<file path="src/rtl/blank_slot_scheduler_if.sv">
// Bundle of video-timing inputs, requester handshake and strobe outputs
// shared between the blank-slot scheduler and its environment.
interface blank_slot_scheduler_if #(
  parameter int NREQ = 4
);
  logic [9:0]      hpos;
  logic [9:0]      vpos;
  logic [NREQ-1:0] req;
  logic [NREQ-1:0] done;
  logic [NREQ-1:0] grant;
  logic [2:0]      grant_id;
  logic            busy;
  logic            abort;
  logic            line_start;
  logic            frame_start;
  logic [7:0]      frame_cnt;

  modport slave (
    input  hpos, vpos, req, done,
    output grant, grant_id, busy, abort, line_start, frame_start, frame_cnt
  );

  modport master (
    output hpos, vpos, req, done,
    input  grant, grant_id, busy, abort, line_start, frame_start, frame_cnt
  );
endinterface

</file>
<file path="src/rtl/blank_slot_scheduler.sv">
// Round-robin arbiter for one shared compute slot; grants only inside the
// blanking window, plus line/frame strobes and a wrapping frame counter.
module blank_slot_scheduler #(
  parameter int NREQ      = 4,
  parameter int H_DISPLAY = 640,
  parameter int H_MAX     = 799,
  parameter int V_DISPLAY = 480,
  parameter int V_MAX     = 524,
  parameter int GUARD     = 8,
  parameter int MAX_JOB   = 64
) (
  input logic                  clk,
  input logic                  rst_n,
  blank_slot_scheduler_if.slave bus
);
  localparam int CW = (MAX_JOB > 2) ? $clog2(MAX_JOB) : 1;
  localparam logic [9:0]      H_DISP_C   = 10'(H_DISPLAY);
  localparam logic [9:0]      H_MAX_C    = 10'(H_MAX);
  localparam logic [9:0]      H_LAST_C   = 10'(H_MAX - GUARD);
  localparam logic [9:0]      V_DISP_C   = 10'(V_DISPLAY);
  localparam logic [9:0]      V_MAX_C    = 10'(V_MAX);
  localparam logic [CW-1:0]   JOB_LAST_C = CW'(MAX_JOB - 1);
  localparam logic [2:0]      LAST_ID_C  = 3'(NREQ - 1);
  localparam logic [3:0]      NREQ_C     = 4'(NREQ);
  localparam logic [NREQ-1:0] ONE_C      = NREQ'(1);

  typedef enum logic [1:0] {ST_CLOSED = 2'd0, ST_ARB = 2'd1, ST_BUSY = 2'd2} state_t;

  state_t          state_r, state_s;
  logic [NREQ-1:0] grant_r, grant_s;
  logic [2:0]      grant_id_r, grant_id_s;
  logic            busy_r, busy_s;
  logic            abort_r, abort_s;
  logic [2:0]      rr_r, rr_s;
  logic [NREQ-1:0] sticky_r, sticky_s;
  logic [2:0]      sticky_id_r, sticky_id_s;
  logic [CW-1:0]   cnt_r, cnt_s;
  logic            line_start_r, frame_start_r;
  logic [7:0]      frame_cnt_r;

  logic            win_open_s, any_req_s, release_s, found_s;
  logic [NREQ-1:0] rot_s;
  logic [3:0]      offs_s, sum_s;
  logic [2:0]      scan_id_s, win_id_s, next_id_s;

  assign win_open_s = ((bus.vpos >= V_DISP_C) || (bus.hpos >= H_DISP_C)) && (bus.hpos <= H_LAST_C);
  assign any_req_s  = |bus.req;
  // A grant ends normally on the grantee's own done or when it drops req.
  assign release_s  = (|(grant_r & bus.done)) || !(|(grant_r & bus.req));
  assign next_id_s  = (grant_id_r == LAST_ID_C) ? 3'd0 : grant_id_r + 3'd1;

  // Winner: a sticky (window-aborted) requester first, else rotating scan from rr.
  always_comb begin
    rot_s   = NREQ'({bus.req, bus.req} >> rr_r);
    found_s = 1'b0;
    offs_s  = 4'd0;
    for (int k = 0; k < NREQ; k++) begin
      if (!found_s && rot_s[k]) begin
        found_s = 1'b1;
        offs_s  = 4'(k);
      end else begin
        offs_s  = offs_s;
      end
    end
    sum_s = {1'b0, rr_r} + offs_s;
    if (sum_s >= NREQ_C) begin
      scan_id_s = 3'(sum_s - NREQ_C);
    end else begin
      scan_id_s = 3'(sum_s);
    end
    if (|(sticky_r & bus.req)) begin
      win_id_s = sticky_id_r;
    end else begin
      win_id_s = scan_id_s;
    end
  end

  // Next-state and next-output logic for the window/grant FSM.
  always_comb begin
    state_s     = state_r;
    grant_s     = grant_r;
    grant_id_s  = grant_id_r;
    busy_s      = busy_r;
    abort_s     = 1'b0;
    rr_s        = rr_r;
    sticky_s    = sticky_r;
    sticky_id_s = sticky_id_r;
    cnt_s       = cnt_r;
    case (state_r)
      ST_CLOSED: begin
        grant_s = '0;
        busy_s  = 1'b0;
        if (win_open_s) begin
          state_s = ST_ARB;
        end else begin
          state_s = ST_CLOSED;
        end
      end
      ST_ARB: begin
        if (!win_open_s) begin
          state_s = ST_CLOSED;
        end else if (any_req_s) begin
          state_s    = ST_BUSY;
          grant_s    = ONE_C << win_id_s;
          grant_id_s = win_id_s;
          busy_s     = 1'b1;
          cnt_s      = '0;
        end else begin
          state_s = ST_ARB;
        end
      end
      ST_BUSY: begin
        cnt_s = cnt_r + CW'(1);
        if (release_s) begin
          state_s  = ST_ARB;
          grant_s  = '0;
          busy_s   = 1'b0;
          rr_s     = next_id_s;
          sticky_s = '0;
        end else if (!win_open_s) begin
          // Revoked by the guard band: keep rr so the victim resumes first.
          state_s     = ST_CLOSED;
          grant_s     = '0;
          busy_s      = 1'b0;
          abort_s     = 1'b1;
          sticky_s    = grant_r;
          sticky_id_s = grant_id_r;
        end else if (cnt_r == JOB_LAST_C) begin
          state_s  = ST_ARB;
          grant_s  = '0;
          busy_s   = 1'b0;
          abort_s  = 1'b1;
          rr_s     = next_id_s;
          sticky_s = '0;
        end else begin
          state_s = ST_BUSY;
        end
      end
      default: begin
        state_s = ST_CLOSED;
        grant_s = '0;
        busy_s  = 1'b0;
      end
    endcase
  end

  // Arbiter state and registered grant outputs.
  always_ff @(posedge clk or negedge rst_n) begin
    if (!rst_n) begin
      state_r     <= ST_CLOSED;
      grant_r     <= '0;
      grant_id_r  <= 3'd0;
      busy_r      <= 1'b0;
      abort_r     <= 1'b0;
      rr_r        <= 3'd0;
      sticky_r    <= '0;
      sticky_id_r <= 3'd0;
      cnt_r       <= '0;
    end else begin
      state_r     <= state_s;
      grant_r     <= grant_s;
      grant_id_r  <= grant_id_s;
      busy_r      <= busy_s;
      abort_r     <= abort_s;
      rr_r        <= rr_s;
      sticky_r    <= sticky_s;
      sticky_id_r <= sticky_id_s;
      cnt_r       <= cnt_s;
    end
  end

  // Line/frame strobes and the frame counter.
  always_ff @(posedge clk or negedge rst_n) begin
    if (!rst_n) begin
      line_start_r  <= 1'b0;
      frame_start_r <= 1'b0;
      frame_cnt_r   <= 8'd0;
    end else begin
      line_start_r  <= (bus.hpos == H_MAX_C);
      frame_start_r <= (bus.hpos == H_MAX_C) && (bus.vpos == V_MAX_C);
      if ((bus.hpos == H_MAX_C) && (bus.vpos == V_MAX_C)) begin
        frame_cnt_r <= frame_cnt_r + 8'd1;
      end else begin
        frame_cnt_r <= frame_cnt_r;
      end
    end
  end

  assign bus.grant       = grant_r;
  assign bus.grant_id    = grant_id_r;
  assign bus.busy        = busy_r;
  assign bus.abort       = abort_r;
  assign bus.line_start  = line_start_r;
  assign bus.frame_start = frame_start_r;
  assign bus.frame_cnt   = frame_cnt_r;
endmodule

</file>
<file path="src/flat_wrapper.sv">
// flat-port wrapper written by rule: the top's interface ports become plain ports
module blank_slot_scheduler_flat 
#(
  parameter int NREQ      = 4,
  parameter int H_DISPLAY = 640,
  parameter int H_MAX     = 799,
  parameter int V_DISPLAY = 480,
  parameter int V_MAX     = 524,
  parameter int GUARD     = 8,
  parameter int MAX_JOB   = 64
)
  (clk, rst_n, bus_hpos, bus_vpos, bus_req, bus_done, bus_grant, bus_grant_id, bus_busy, bus_abort, bus_line_start, bus_frame_start, bus_frame_cnt);
  blank_slot_scheduler_if #(.NREQ(NREQ)) bus_i ();
  input logic clk;
  input logic rst_n;
  input wire logic [$bits(bus_i.hpos)-1:0] bus_hpos;
  input wire logic [$bits(bus_i.vpos)-1:0] bus_vpos;
  input wire logic [$bits(bus_i.req)-1:0] bus_req;
  input wire logic [$bits(bus_i.done)-1:0] bus_done;
  output wire logic [$bits(bus_i.grant)-1:0] bus_grant;
  output wire logic [$bits(bus_i.grant_id)-1:0] bus_grant_id;
  output wire logic [$bits(bus_i.busy)-1:0] bus_busy;
  output wire logic [$bits(bus_i.abort)-1:0] bus_abort;
  output wire logic [$bits(bus_i.line_start)-1:0] bus_line_start;
  output wire logic [$bits(bus_i.frame_start)-1:0] bus_frame_start;
  output wire logic [$bits(bus_i.frame_cnt)-1:0] bus_frame_cnt;
  assign bus_i.hpos = bus_hpos;
  assign bus_i.vpos = bus_vpos;
  assign bus_i.req = bus_req;
  assign bus_i.done = bus_done;
  assign bus_grant = bus_i.grant;
  assign bus_grant_id = bus_i.grant_id;
  assign bus_busy = bus_i.busy;
  assign bus_abort = bus_i.abort;
  assign bus_line_start = bus_i.line_start;
  assign bus_frame_start = bus_i.frame_start;
  assign bus_frame_cnt = bus_i.frame_cnt;
  blank_slot_scheduler #(.NREQ(NREQ), .H_DISPLAY(H_DISPLAY), .H_MAX(H_MAX), .V_DISPLAY(V_DISPLAY), .V_MAX(V_MAX), .GUARD(GUARD), .MAX_JOB(MAX_JOB)) u_core (.clk(clk), .rst_n(rst_n), .bus(bus_i));
endmodule
</file>
<file path="config.mk">
export PLATFORM = sky130hd
export DESIGN_NAME = blank_slot_scheduler_flat
export DESIGN_NICKNAME = d
export VERILOG_FILES = /design/src/rtl/blank_slot_scheduler_if.sv /design/src/rtl/blank_slot_scheduler.sv /design/src/flat_wrapper.sv
export SDC_FILE = /design/constraint.sdc
export NUM_CORES = 1
export LEC_CHECK = 0
export BUFFER_PORTS_ARGS = -buffer_cell sky130_fd_sc_hd__buf_2
export CAP_MARGIN = 20
export CORE_ASPECT_RATIO = 1.2
export CORE_MARGIN = 5
export CORE_UTILIZATION = 40
export DETAILED_ROUTE_END_ITERATION = 12
export SYNTH_ARGS = -nofsm -noshare
export SYNTH_HDL_FRONTEND = slang
export SYNTH_SLANG_ARGS = --single-unit
export TNS_END_PERCENT = 100
</file>
<file path="constraint.sdc">
create_clock -name clk -period 3 [get_ports clk]
set_clock_uncertainty 0.15 [all_clocks]
set_input_delay 0.15 -clock clk [delete_from_list [all_inputs] [get_ports clk]]
set_output_delay 0.15 -clock clk [all_outputs]
set_load 0.005 [all_outputs]
</file>
======== Word-level counts from Yosys, hierarchy flattened ========
Cells that the tools add are included.
cells by class
  add/subtract/negate cells ............... 5
  magnitude comparators ................... 4
  eq/ne operators ......................... 10
  shift-type cells ........................ 2
  multiplexer cells ....................... 40
  bitwise operators ....................... 5
  reductions and logical operators ........ 25
operators with widths
  cell                  number
  $mux 4                9
  $eq 10x10->1 const B  2
  $mux 3                6
  $reduce_or 4->1       4
  $reduce_and 3->1      5
  $mux 1                14
  $and 4x4->4           3
  $mux 6                2
  $pmux 6 s2            1
  $ge 10x10->1 const B  1
  $ge 10x9->1 const B   1
  $le 10x10->1 const B  1
  $mux 2                5
  $add 8x1->8 const B   1
  $pmux 4 s2            1
  $shr 8x3->4           1
  $add 6x1->6 const B   1
  $eq 6x6->1 const B    1
  $pmux 2 s3            1
  $reduce_bool 2->1     3
  $logic_and 1x1->1     5
  $add 3x4->4           1
  $ge 4x3->1 const B    1
  $logic_not 1->1       4
  14 further kinds      17
storage, ports and cells
  flip-flop bits (word level) ............. 37
  input port bits ......................... 30

======== Longest topological paths before layout ========
Gate-level depths: netlist of the first run.
  depth in word-level cells ............... 19
  depth in mapped cells ................... 12
  gate-level depth less buffers ........... 11

======== Worst setup path before layout of the first run ========
OpenSTA, ideal clock, no wires.
  path type ............................... flip-flop to flip-flop
  start point ............................. register u_core.rr_r[0]
  end point ............................... register u_core.grant_r[0] (netlist: u_core.bus.grant[0])
  library setup time ...................... 122 ps
  data arrival time ....................... 2,295 ps
  data required time ...................... 2,728 ps
  setup slack ............................. 434 ps
  cell stages (with the launch flop) ...... 11
  path buffers ............................ 1
  period minus slack after synthesis ...... 2,566 ps
  path through ............................ dfrtp_1 -> clkbuf_1 -> and3_1 -> nor3_1 -> nand4_1 -> o31a_1 -> fa_1 -> nor3_1 -> mux2_2 -> nor4_4 -> a32o_1
on the way
  word-level cells in the longest chain between the ends .. 19
  elaborated cells on any way between the ends .. 22
  classes of those cells .................. 2 x add/sub; 1 x order compare; 2 x shift; 11 x mux; 6 x reduce/logical
ends and longest elaborated chain
  what                                       RTL line                                                source
  from (decl)                                blank_slot_scheduler.sv:34                              logic [2:0] rr_r, rr_s;
  from (signal assigned)                     blank_slot_scheduler.sv:165                             rr_r <= rr_s;
  $shr 8x3->4                                blank_slot_scheduler.sv:54                              rot_s = NREQ'({bus.req, bus.req} >> rr_r);
  $mux 1                                     blank_slot_scheduler.sv:58                              if (!found_s && rot_s[k]) begin
  $logic_not 1->1                            blank_slot_scheduler.sv:58
  $logic_and 1x1->1                          blank_slot_scheduler.sv:58
  $mux 1                                     blank_slot_scheduler.sv:58
  $logic_not 1->1                            blank_slot_scheduler.sv:58
  $logic_and 1x1->1                          blank_slot_scheduler.sv:58
  $mux 1                                     blank_slot_scheduler.sv:58
  (+3 left out)                              --
  $add 3x4->4 *                              blank_slot_scheduler.sv:65                              sum_s = {1'b0, rr_r} + offs_s;
  $ge 4x3->1 or $sub 3x3->3 (tied branches)  blank_slot_scheduler.sv:66, blank_slot_scheduler.sv:67
  $mux 3 *                                   blank_slot_scheduler.sv:66                              if (sum_s >= NREQ_C) begin
  $mux 3 *                                   blank_slot_scheduler.sv:71                              if (|(sticky_r & bus.req)) begin
  $shl 1x3->4 *                              blank_slot_scheduler.sv:104                             grant_s = ONE_C << win_id_s;
  $mux 4 *                                   blank_slot_scheduler.sv:102                             end else if (any_req_s) begin
  $mux 4 *                                   blank_slot_scheduler.sv:100                             if (!win_open_s) begin
  $pmux 4 s2 *                               blank_slot_scheduler.sv:89                              case (state_r)
  to (signal assigned)                       blank_slot_scheduler.sv:161                             grant_r <= grant_s;
  to (decl)                                  blank_slot_scheduler.sv:30                              logic [NREQ-1:0] grant_r, grant_s;
Mark *: on every way between the ends. The rest lies on a longest branch, timed or not. The select of a mux whose other input is x is not followed.
A chain may end at the register's enable or synchronous reset.

======== Final worst setup path of the first run ========
  start point ............................. register u_core.rr_r[0]
  end point ............................... register u_core.grant_r[2] (netlist: u_core.bus.grant[2])
Same word-level chain as after synthesis.

==> run_results.csv, run 1 <==
group,metric,value,unit
run_status,status,"completed",
worst_setup_path,rr_worst_depth,10,
clocking,cts_tree,"built",
final_layout,fillers,499,
worst_setup_path,worst_setup_path_start_kind,"flip-flop",
floorplan,ios,49,
place,place_congestion,0.797,
final_layout,nets,298,
power,power.leakage,1.20,nW
worst_hold_path,min_to,"u_core.bus.frame_start",
routing,drc,0,
grt,grt_max_degree,38,
logic_synthesis,synth_nets,242,
routing,wl,4.64,mm
logic_synthesis,ys_seq_area_share,43.4,%
routing,firstDrtPassIters,4,
worst_setup_path,timing.rr.start,"u_core.rr_r[0]",
grt,top_usage_layer,"met2",
clocking,clk_pin_slew,0.07,ns
clocking,insertion_delay,0.28,ns
clocking,cts_buffers,5,
worst_setup_path,path_class,"flip-flop to flip-flop",
logic_synthesis,yosysMostFrequentCell,"dfrtp_1",
worst_setup_path,cp.required,3.08,ns
worst_setup_path,r2r_end,"u_core.bus.grant[2]",
logic_synthesis,synth_top_area_cell,"dfrtp_1",
grt,grt_pass1_vias,1744,
grt,use_met1,18.3,%
logic_synthesis,synth_edf_count,0,
logic_synthesis,synth_top_cells_by_count,"37 x dfrtp_1, 20 x nand2_1, 14 x inv_1, 13 x nand3_1",
clocking,cts-resized-gates,0,
grt,grtUsageTotal,14.3,%
logic_synthesis,synth.top_cell.area_share,43.4,%
routing,detail-route-antenna-nets,0,
logic_synthesis,synth_top_flop_cell,"dfrtp_1",
logic_synthesis,synth_cells,202,
sta,rsz0062_at_grt,"false",
run,maxCapViolations,0,
worst_setup_path,cp.arrival,2.73,ns
sta,worst_pin_slew,0.829,ns
clocking,htreeDepth,2,
clocking,clock-root-buffer,"clkbuf_8",
grt,use_met3,3.40,%
sta,final-setup-viol-count,0,
grt,grt-ovfl-total,0,
logic_synthesis,synth-seq-cells,37,
routing,vias_per_cell,5.45,
grt,antenna_found_initial,0,
worst_setup_path,worst-path-max-fanout,10,
place,dp_hpwl,3.63,mm
clocking,clockBufferDepth,2,
routing,drtIter0Drc,112,
floorplan,die_h,90.0,um
worst_hold_path,hold-path-cell-count,3,
final_layout,drive_above_1_share,28.6,%
logic_synthesis,ys_warn_count,0,
logic_synthesis,syn_area,0.00213,mm2
sta,hold_viol,0,
floorplan,row_count,29,
routing,routed-via-count,1749,
logic_synthesis,avgSynthCellArea,10.6,um2
worst_hold_path,min_from,"bus_vpos[9]",
grt,grt_pass1_wl,8.20,mm
clocking,clkSinkCount,37,
sta,period_share,88.6,%
routing,routedWlPerCell,14.4,um
logic_synthesis,async_flop_share,100,%
floorplan,dieArea,0.00690,mm2
floorplan,coreArea,0.00523,mm2
power,powerDensity,689,mW/mm2
sta,layout_min_cycle_time,2.66,ns
sta,fmaxAchievable,376,MHz
logic_synthesis,yosysUniqueCellTypes,50,
sta,tns,0,ns
power,total_power,0.00178,W
final_layout,syn_to_final_growth,21.5,%
floorplan,initial_core_util,40.8,%
worst_setup_path,regToRegSetupSlack,0.34,ns
worst_setup_path,end_kind,"flip-flop",
floorplan,die_width,76.6,um
power,irDropWorstVdd,0.241,mV
sta,timing.slew.headroom,44.8,%
worst_hold_path,hold_class,"primary input to flip-flop",
place,io_buffers,48,
logic_synthesis,synth_area_leaders,"dfrtp_1 43%, ha_1 5.3%, nand2_1 3.5%, mux2_2 3.2%, nand3_1 3.1%",
final_layout,antennaDiodeCount,0,
sta,drv_slew,0,
grt,grtUsageMet2,23.7,%
registers in the layout, summed over array words and instances, names as in the netlist:
name / count
u_core.bus.grant_id: 3
u_core.sticky_id_r: 3
u_core.sticky_r: 4
u_core.bus.grant: 4
u_core.bus.abort: 1
u_core.bus.busy: 1
u_core.bus.line_start: 1
u_core.state_r: 2
u_core.rr_r: 3
u_core.bus.frame_start: 1
u_core.cnt_r: 6
u_core.bus.frame_cnt: 8
cell usage in the layout (no fill, tap or decap), types with 2 or more instances in the layout:
| cell type | n |
|---|---|
| a211oi_1 | 2 |
| a21o_1 | 2 |
| a21oi_1 | 9 |
| a22o_1 | 7 |
| a22oi_1 | 4 |
| a32o_1 | 5 |
| and3_1 | 4 |
| buf_2 | 48 |
| clkbuf_8 | 6 |
| dfrtp_1 | 37 |
| dlygate4sd3_1 | 4 |
| ha_1 | 9 |
| inv_1 | 14 |
| mux2_2 | 6 |
| mux2_4 | 3 |
| nand2_1 | 20 |
| nand3_1 | 13 |
| nand4_1 | 6 |
| nor2_1 | 7 |
| nor3_1 | 2 |
| nor4_1 | 2 |
| nor4_4 | 2 |
| o21ai_0 | 9 |
| o22ai_1 | 2 |
| o31ai_1 | 3 |
| or4_1 | 2 |
| xnor2_1 | 6 |
power by group:
group	switching, W	leakage, nW	internal (W)
combinational	0.000366	0.636	0.000294
sequential	0.0000976	0.504	0.000584
clock	0.000174	0.0574	0.000270
total	0.000637	1.20	0.00115
metal layers:
layer	up-vias	wire length (um)
met2	51	2300
met4	0	63
met3	4	235
li1	869	-
met5	-	0
met1	825	2040
layout make-up:
cell class,instances,area (um2),share of cell area [%]
Inverter,14,52.6,2.03
Clock buffer,6,82.6,3.19
Clock inverter,2,37.5,1.45
Timing Repair Buffer,52,280,10.8
Multi-Input combinational cell,148,1130,43.8
Tap cell,62,77.6,3.00
Sequential cell,37,926,35.7
how the worst max path moves through the flow:
| stage | start | to | slack [ns] | depth (start not counted) |
|---|---|---|---|---|
| after floorplan | u_core.rr_r[0] | u_core.bus.grant[0] | 0.43 | 10 |
| after global placement | u_core.rr_r[0] | u_core.bus.grant[0] | 0.39 | 9 |
| after detailed placement | u_core.rr_r[0] | u_core.bus.grant[1] | 0.35 | 9 |
| after CTS | u_core.rr_r[0] | u_core.bus.grant[1] | 0.36 | 9 |
| after global routing | u_core.rr_r[0] | u_core.bus.grant[0] | 0.16 | 10 |
| final | u_core.rr_r[0] | u_core.bus.grant[2] | 0.34 | 10 |
cell families after synthesis:
family / count (synthesis) / share of synthesized area, %
compound gates: 55 / 21.2
xor+xnor: 7 / 2.88
fa+ha+maj: 10 / 6.22
buf+inv: 17 / 3.40
flops: 37 / 43.4
mux: 10 / 5.75
simple gates: 66 / 17.1
timing repair:
item / CTS / global route
hold buffers: 4 / 0
setup buffers: 0 / 0
hold endpoints to repair: 38 / 0
metrics by stage:
step,setup WS (ns),hold slack (ns),instance area [um2],instances,utilization [%]
after floorplan,0.434,-0.296,2130,202,-
after global routing,0.161,0.0587,2590,321,49.6
after CTS,0.358,0.0492,2590,321,49.6
after detailed placement,0.355,0.148,2430,309,46.5
final,0.342,0.0510,2590,321,49.6
after global placement,0.395,0.144,2430,309,46.5
critical path, stage by stage (launching register included):
cell,delay [ns]
dfrtp_1,0.47
and3_1,0.22
nor3_1,0.30
nand4_1,0.16
o31ai_1,0.10
ha_1,0.26
a21oi_1,0.15
nor3_1,0.06
mux2_2,0.29
nor4_4,0.22
a32o_1,0.22
(Power assumes the default switching activity.)
==> run 2, diff against run 1 <==
--- a/config.mk
+++ b/config.mk
@@ -7,7 +7,6 @@
 export LEC_CHECK = 0
 export BUFFER_PORTS_ARGS = -buffer_cell sky130_fd_sc_hd__buf_2
 export CAP_MARGIN = 20
-export CORE_ASPECT_RATIO = 1.2
 export CORE_MARGIN = 5
 export CORE_UTILIZATION = 40
 export DETAILED_ROUTE_END_ITERATION = 12
==> run 2 against run 1 <==
Against the previous run: clock power rose by 17%; core utilization rose by 1.4 points; critical path type unchanged; total power rose by 4.8%; register-to-register slack got worse by 0.06 ns; largest power group unchanged; non-clock buffer count did not move.
==> run_results.csv, run 2 (same netlist as run 1, synthesis figures left out) <==
group,metric,value,unit
power,p_clk_share,27.9,%
floorplan,dieArea,0.00689,mm2
clocking,insertion_delay,0.29,ns
place,place_area,0.00244,mm2
run_status,status,"completed",
final_layout,nets,298,
worst_setup_path,regToRegSetupSlack,0.28,ns
final_layout,largest_reg_flops,8,
sta,layout_min_cycle_time,2.72,ns
worst_setup_path,path_common_cell,"nor3_1",
power,p_seq_share,36.7,%
routing,detail-route-antenna-nets,0,
grt,grt-ovfl-total,0,
final_layout,final_core_util,50.9,%
routing,firstDrtPassIters,4,
grt,grt_pass1_wl,8.27,mm
worst_setup_path,timing.rr.start,"u_core.rr_r[0]",
sta,worst_pin_slew,0.829,ns
clocking,clock-root-buffer,"clkbuf_8",
power,powerDensity,715,mW/mm2
power,power.internal,0.00121,W
worst_hold_path,hold-path-cell-count,3,
sta,tns,0,ns
power,p_sw,0.000659,W
run,maxCapViolations,0,
final_layout,antennaDiodeCount,0,
floorplan,coreArea,0.00514,mm2
grt,grt_pass1_vias,1731,
clocking,cts_buffers,5,
power,swShare,35.2,%
clocking,clockBufferDepth,2,
final_layout,drive_above_1_share,28.6,%
sta,fmaxAchievable,368,MHz
floorplan,row_count,26,
sta,final-setup-viol-count,0,
power,irDropWorstVdd,0.273,mV
worst_setup_path,cp.arrival,2.80,ns
floorplan,ios,49,
place,place_congestion,0.786,
worst_hold_path,min_to,"u_core.bus.frame_start",
routing,drc,0,
worst_setup_path,end_kind,"flip-flop",
worst_setup_path,slowest_stage,"dfrtp_1",
routing,vias_per_cell,5.32,
worst_setup_path,worst-path-max-fanout,10,
place,io_buffers,48,
routing,wl,4.79,mm
routing,drtIter0Drc,72,
sta,drv_slew,0,
place,dp_hpwl,3.55,mm
final_layout,fillers,521,
clocking,clkSinkCount,37,
worst_setup_path,worst_setup_path_start_kind,"flip-flop",
worst_hold_path,hold_class,"primary input to flip-flop",
sta,timing.slew.headroom,44.7,%
worst_setup_path,cp.required,3.08,ns
grt,grtUsageTotal,14.4,%
routing,routed-via-count,1749,
grt,antenna_found_initial,0,
routing,routedWlPerCell,14.6,um
power,power.leakage,1.21,nW
power,combPwrFrac,35.4,%
clocking,htreeDepth,2,
final_layout,syn_to_final_growth,22.8,%
worst_setup_path,rr_worst_depth,10,
clocking,clk_pin_slew,0.08,ns
floorplan,die_width,83.0,um
worst_setup_path,r2r_end,"u_core.bus.grant[3]",
final_layout,most-common-layout-cells,"48 x buf_2, 37 x dfrtp_1, 20 x nand2_1, 14 x inv_1, 13 x nand3_1",
worst_hold_path,min_from,"bus_vpos[9]",
final_layout,stdcell_area,0.00262,mm2
floorplan,die_h,83.0,um
clocking,cts-resized-gates,0,
power,total_power,0.00187,W
clocking,cts_tree,"built",
worst_setup_path,path_class,"flip-flop to flip-flop",
floorplan,initial_core_util,41.5,%
sta,rsz0062_at_grt,"false",
sta,period_share,90.6,%
final_layout,layout_commonest_cell,"buf_2",
clocking,cts_setup_buffers,0,
sta,hold_viol,0,
grt,grt_max_degree,38,
worst_setup_path,slowest_delay,0.48,ns
worst_setup_path,path_cells,"and3_1 > nor3_1 > nand4_1 > o31ai_1 > ha_1 > a21oi_1 > nor3_1 > mux2_2 > nor4_4 > a32o_1",
## run 2: power groups by stage
stage / sequential [W] / combinational [W] / clock (W)
finish: 0.000687 / 0.000663 / 0.000521
global route: 0.000701 / 0.000735 / 0.000560
CTS: 0.000684 / 0.000666 / 0.000539
detailed placement: 0.000693 / 0.000655 / 0
global placement: 0.000690 / 0.000657 / 0
floorplan: 0.000663 / 0.000480 / 0
## run 2: routing by layer
layer | routed length (um) | track usage [%] | share of wire (%) | vias to the layer above
met3 | 231 | 4.16 | 4.8 | 6
li1 | - | - | - | 872
met4 | 63 | 4.61 | 1.3 | 0
met1 | 2340 | 19.0 | 49 | 832
met2 | 2160 | 22.7 | 45 | 39
met5 | 0 | 0 | 0 | -
## run 2: stage by stage
| step | std cells | worst slack (ns) | hold WS [ns] |
|---|---|---|---|
| 2_1_floorplan | 202 | 0.434 | -0.296 |
| 3_3_place_gp | 317 | 0.378 | 0.157 |
| 3_5_place_dp | 317 | 0.329 | 0.163 |
| 4_1_cts | 329 | 0.278 | 0.0388 |
| 5_1_grt | 329 | 0.124 | 0.0624 |
| 6_report | 329 | 0.282 | 0.0445 |
## run 2: worst max path at each step
| stage | start | endpoint | slack, ns | cells after the start |
|---|---|---|---|---|
| after floorplan | u_core.rr_r[0] | u_core.bus.grant[0] | 0.43 | 10 |
| after global placement | u_core.rr_r[0] | u_core.bus.grant[3] | 0.38 | 9 |
| after detailed placement | u_core.rr_r[0] | u_core.bus.grant[0] | 0.33 | 9 |
| after CTS | u_core.rr_r[0] | u_core.bus.grant[3] | 0.28 | 10 |
| after global routing | u_core.rr_r[0] | u_core.bus.grant[3] | 0.12 | 10 |
| final | u_core.rr_r[0] | u_core.bus.grant[3] | 0.28 | 10 |
## run 2: area by class of cell
type | count | area [um2] | area share (%)
tap | 70 | 87.6 | 3.35
multi-input combinational | 148 | 1130 | 43.3
sequential | 37 | 926 | 35.4
clock inverter | 3 | 68.8 | 2.63
timing repair buffer | 52 | 280 | 10.7
inverter | 14 | 52.6 | 2.01
clock buffer | 5 | 68.8 | 2.63
## run 2: timing repair
action                                  in CTS  in global routing
endpoints found under the setup margin       0                  0
hold endpoints to repair                    38                  0
hold buffers                                 4                  0
## run 2: worst max-delay path, delay by kind of cell (launching register included)
kind	cells	cell delay, ns
DFF	1	0.48
adders and majority gates	1	0.26
muxes	1	0.30
AOI/OAI and AO/OA	3	0.48
and+or+nand+nor	5	0.99
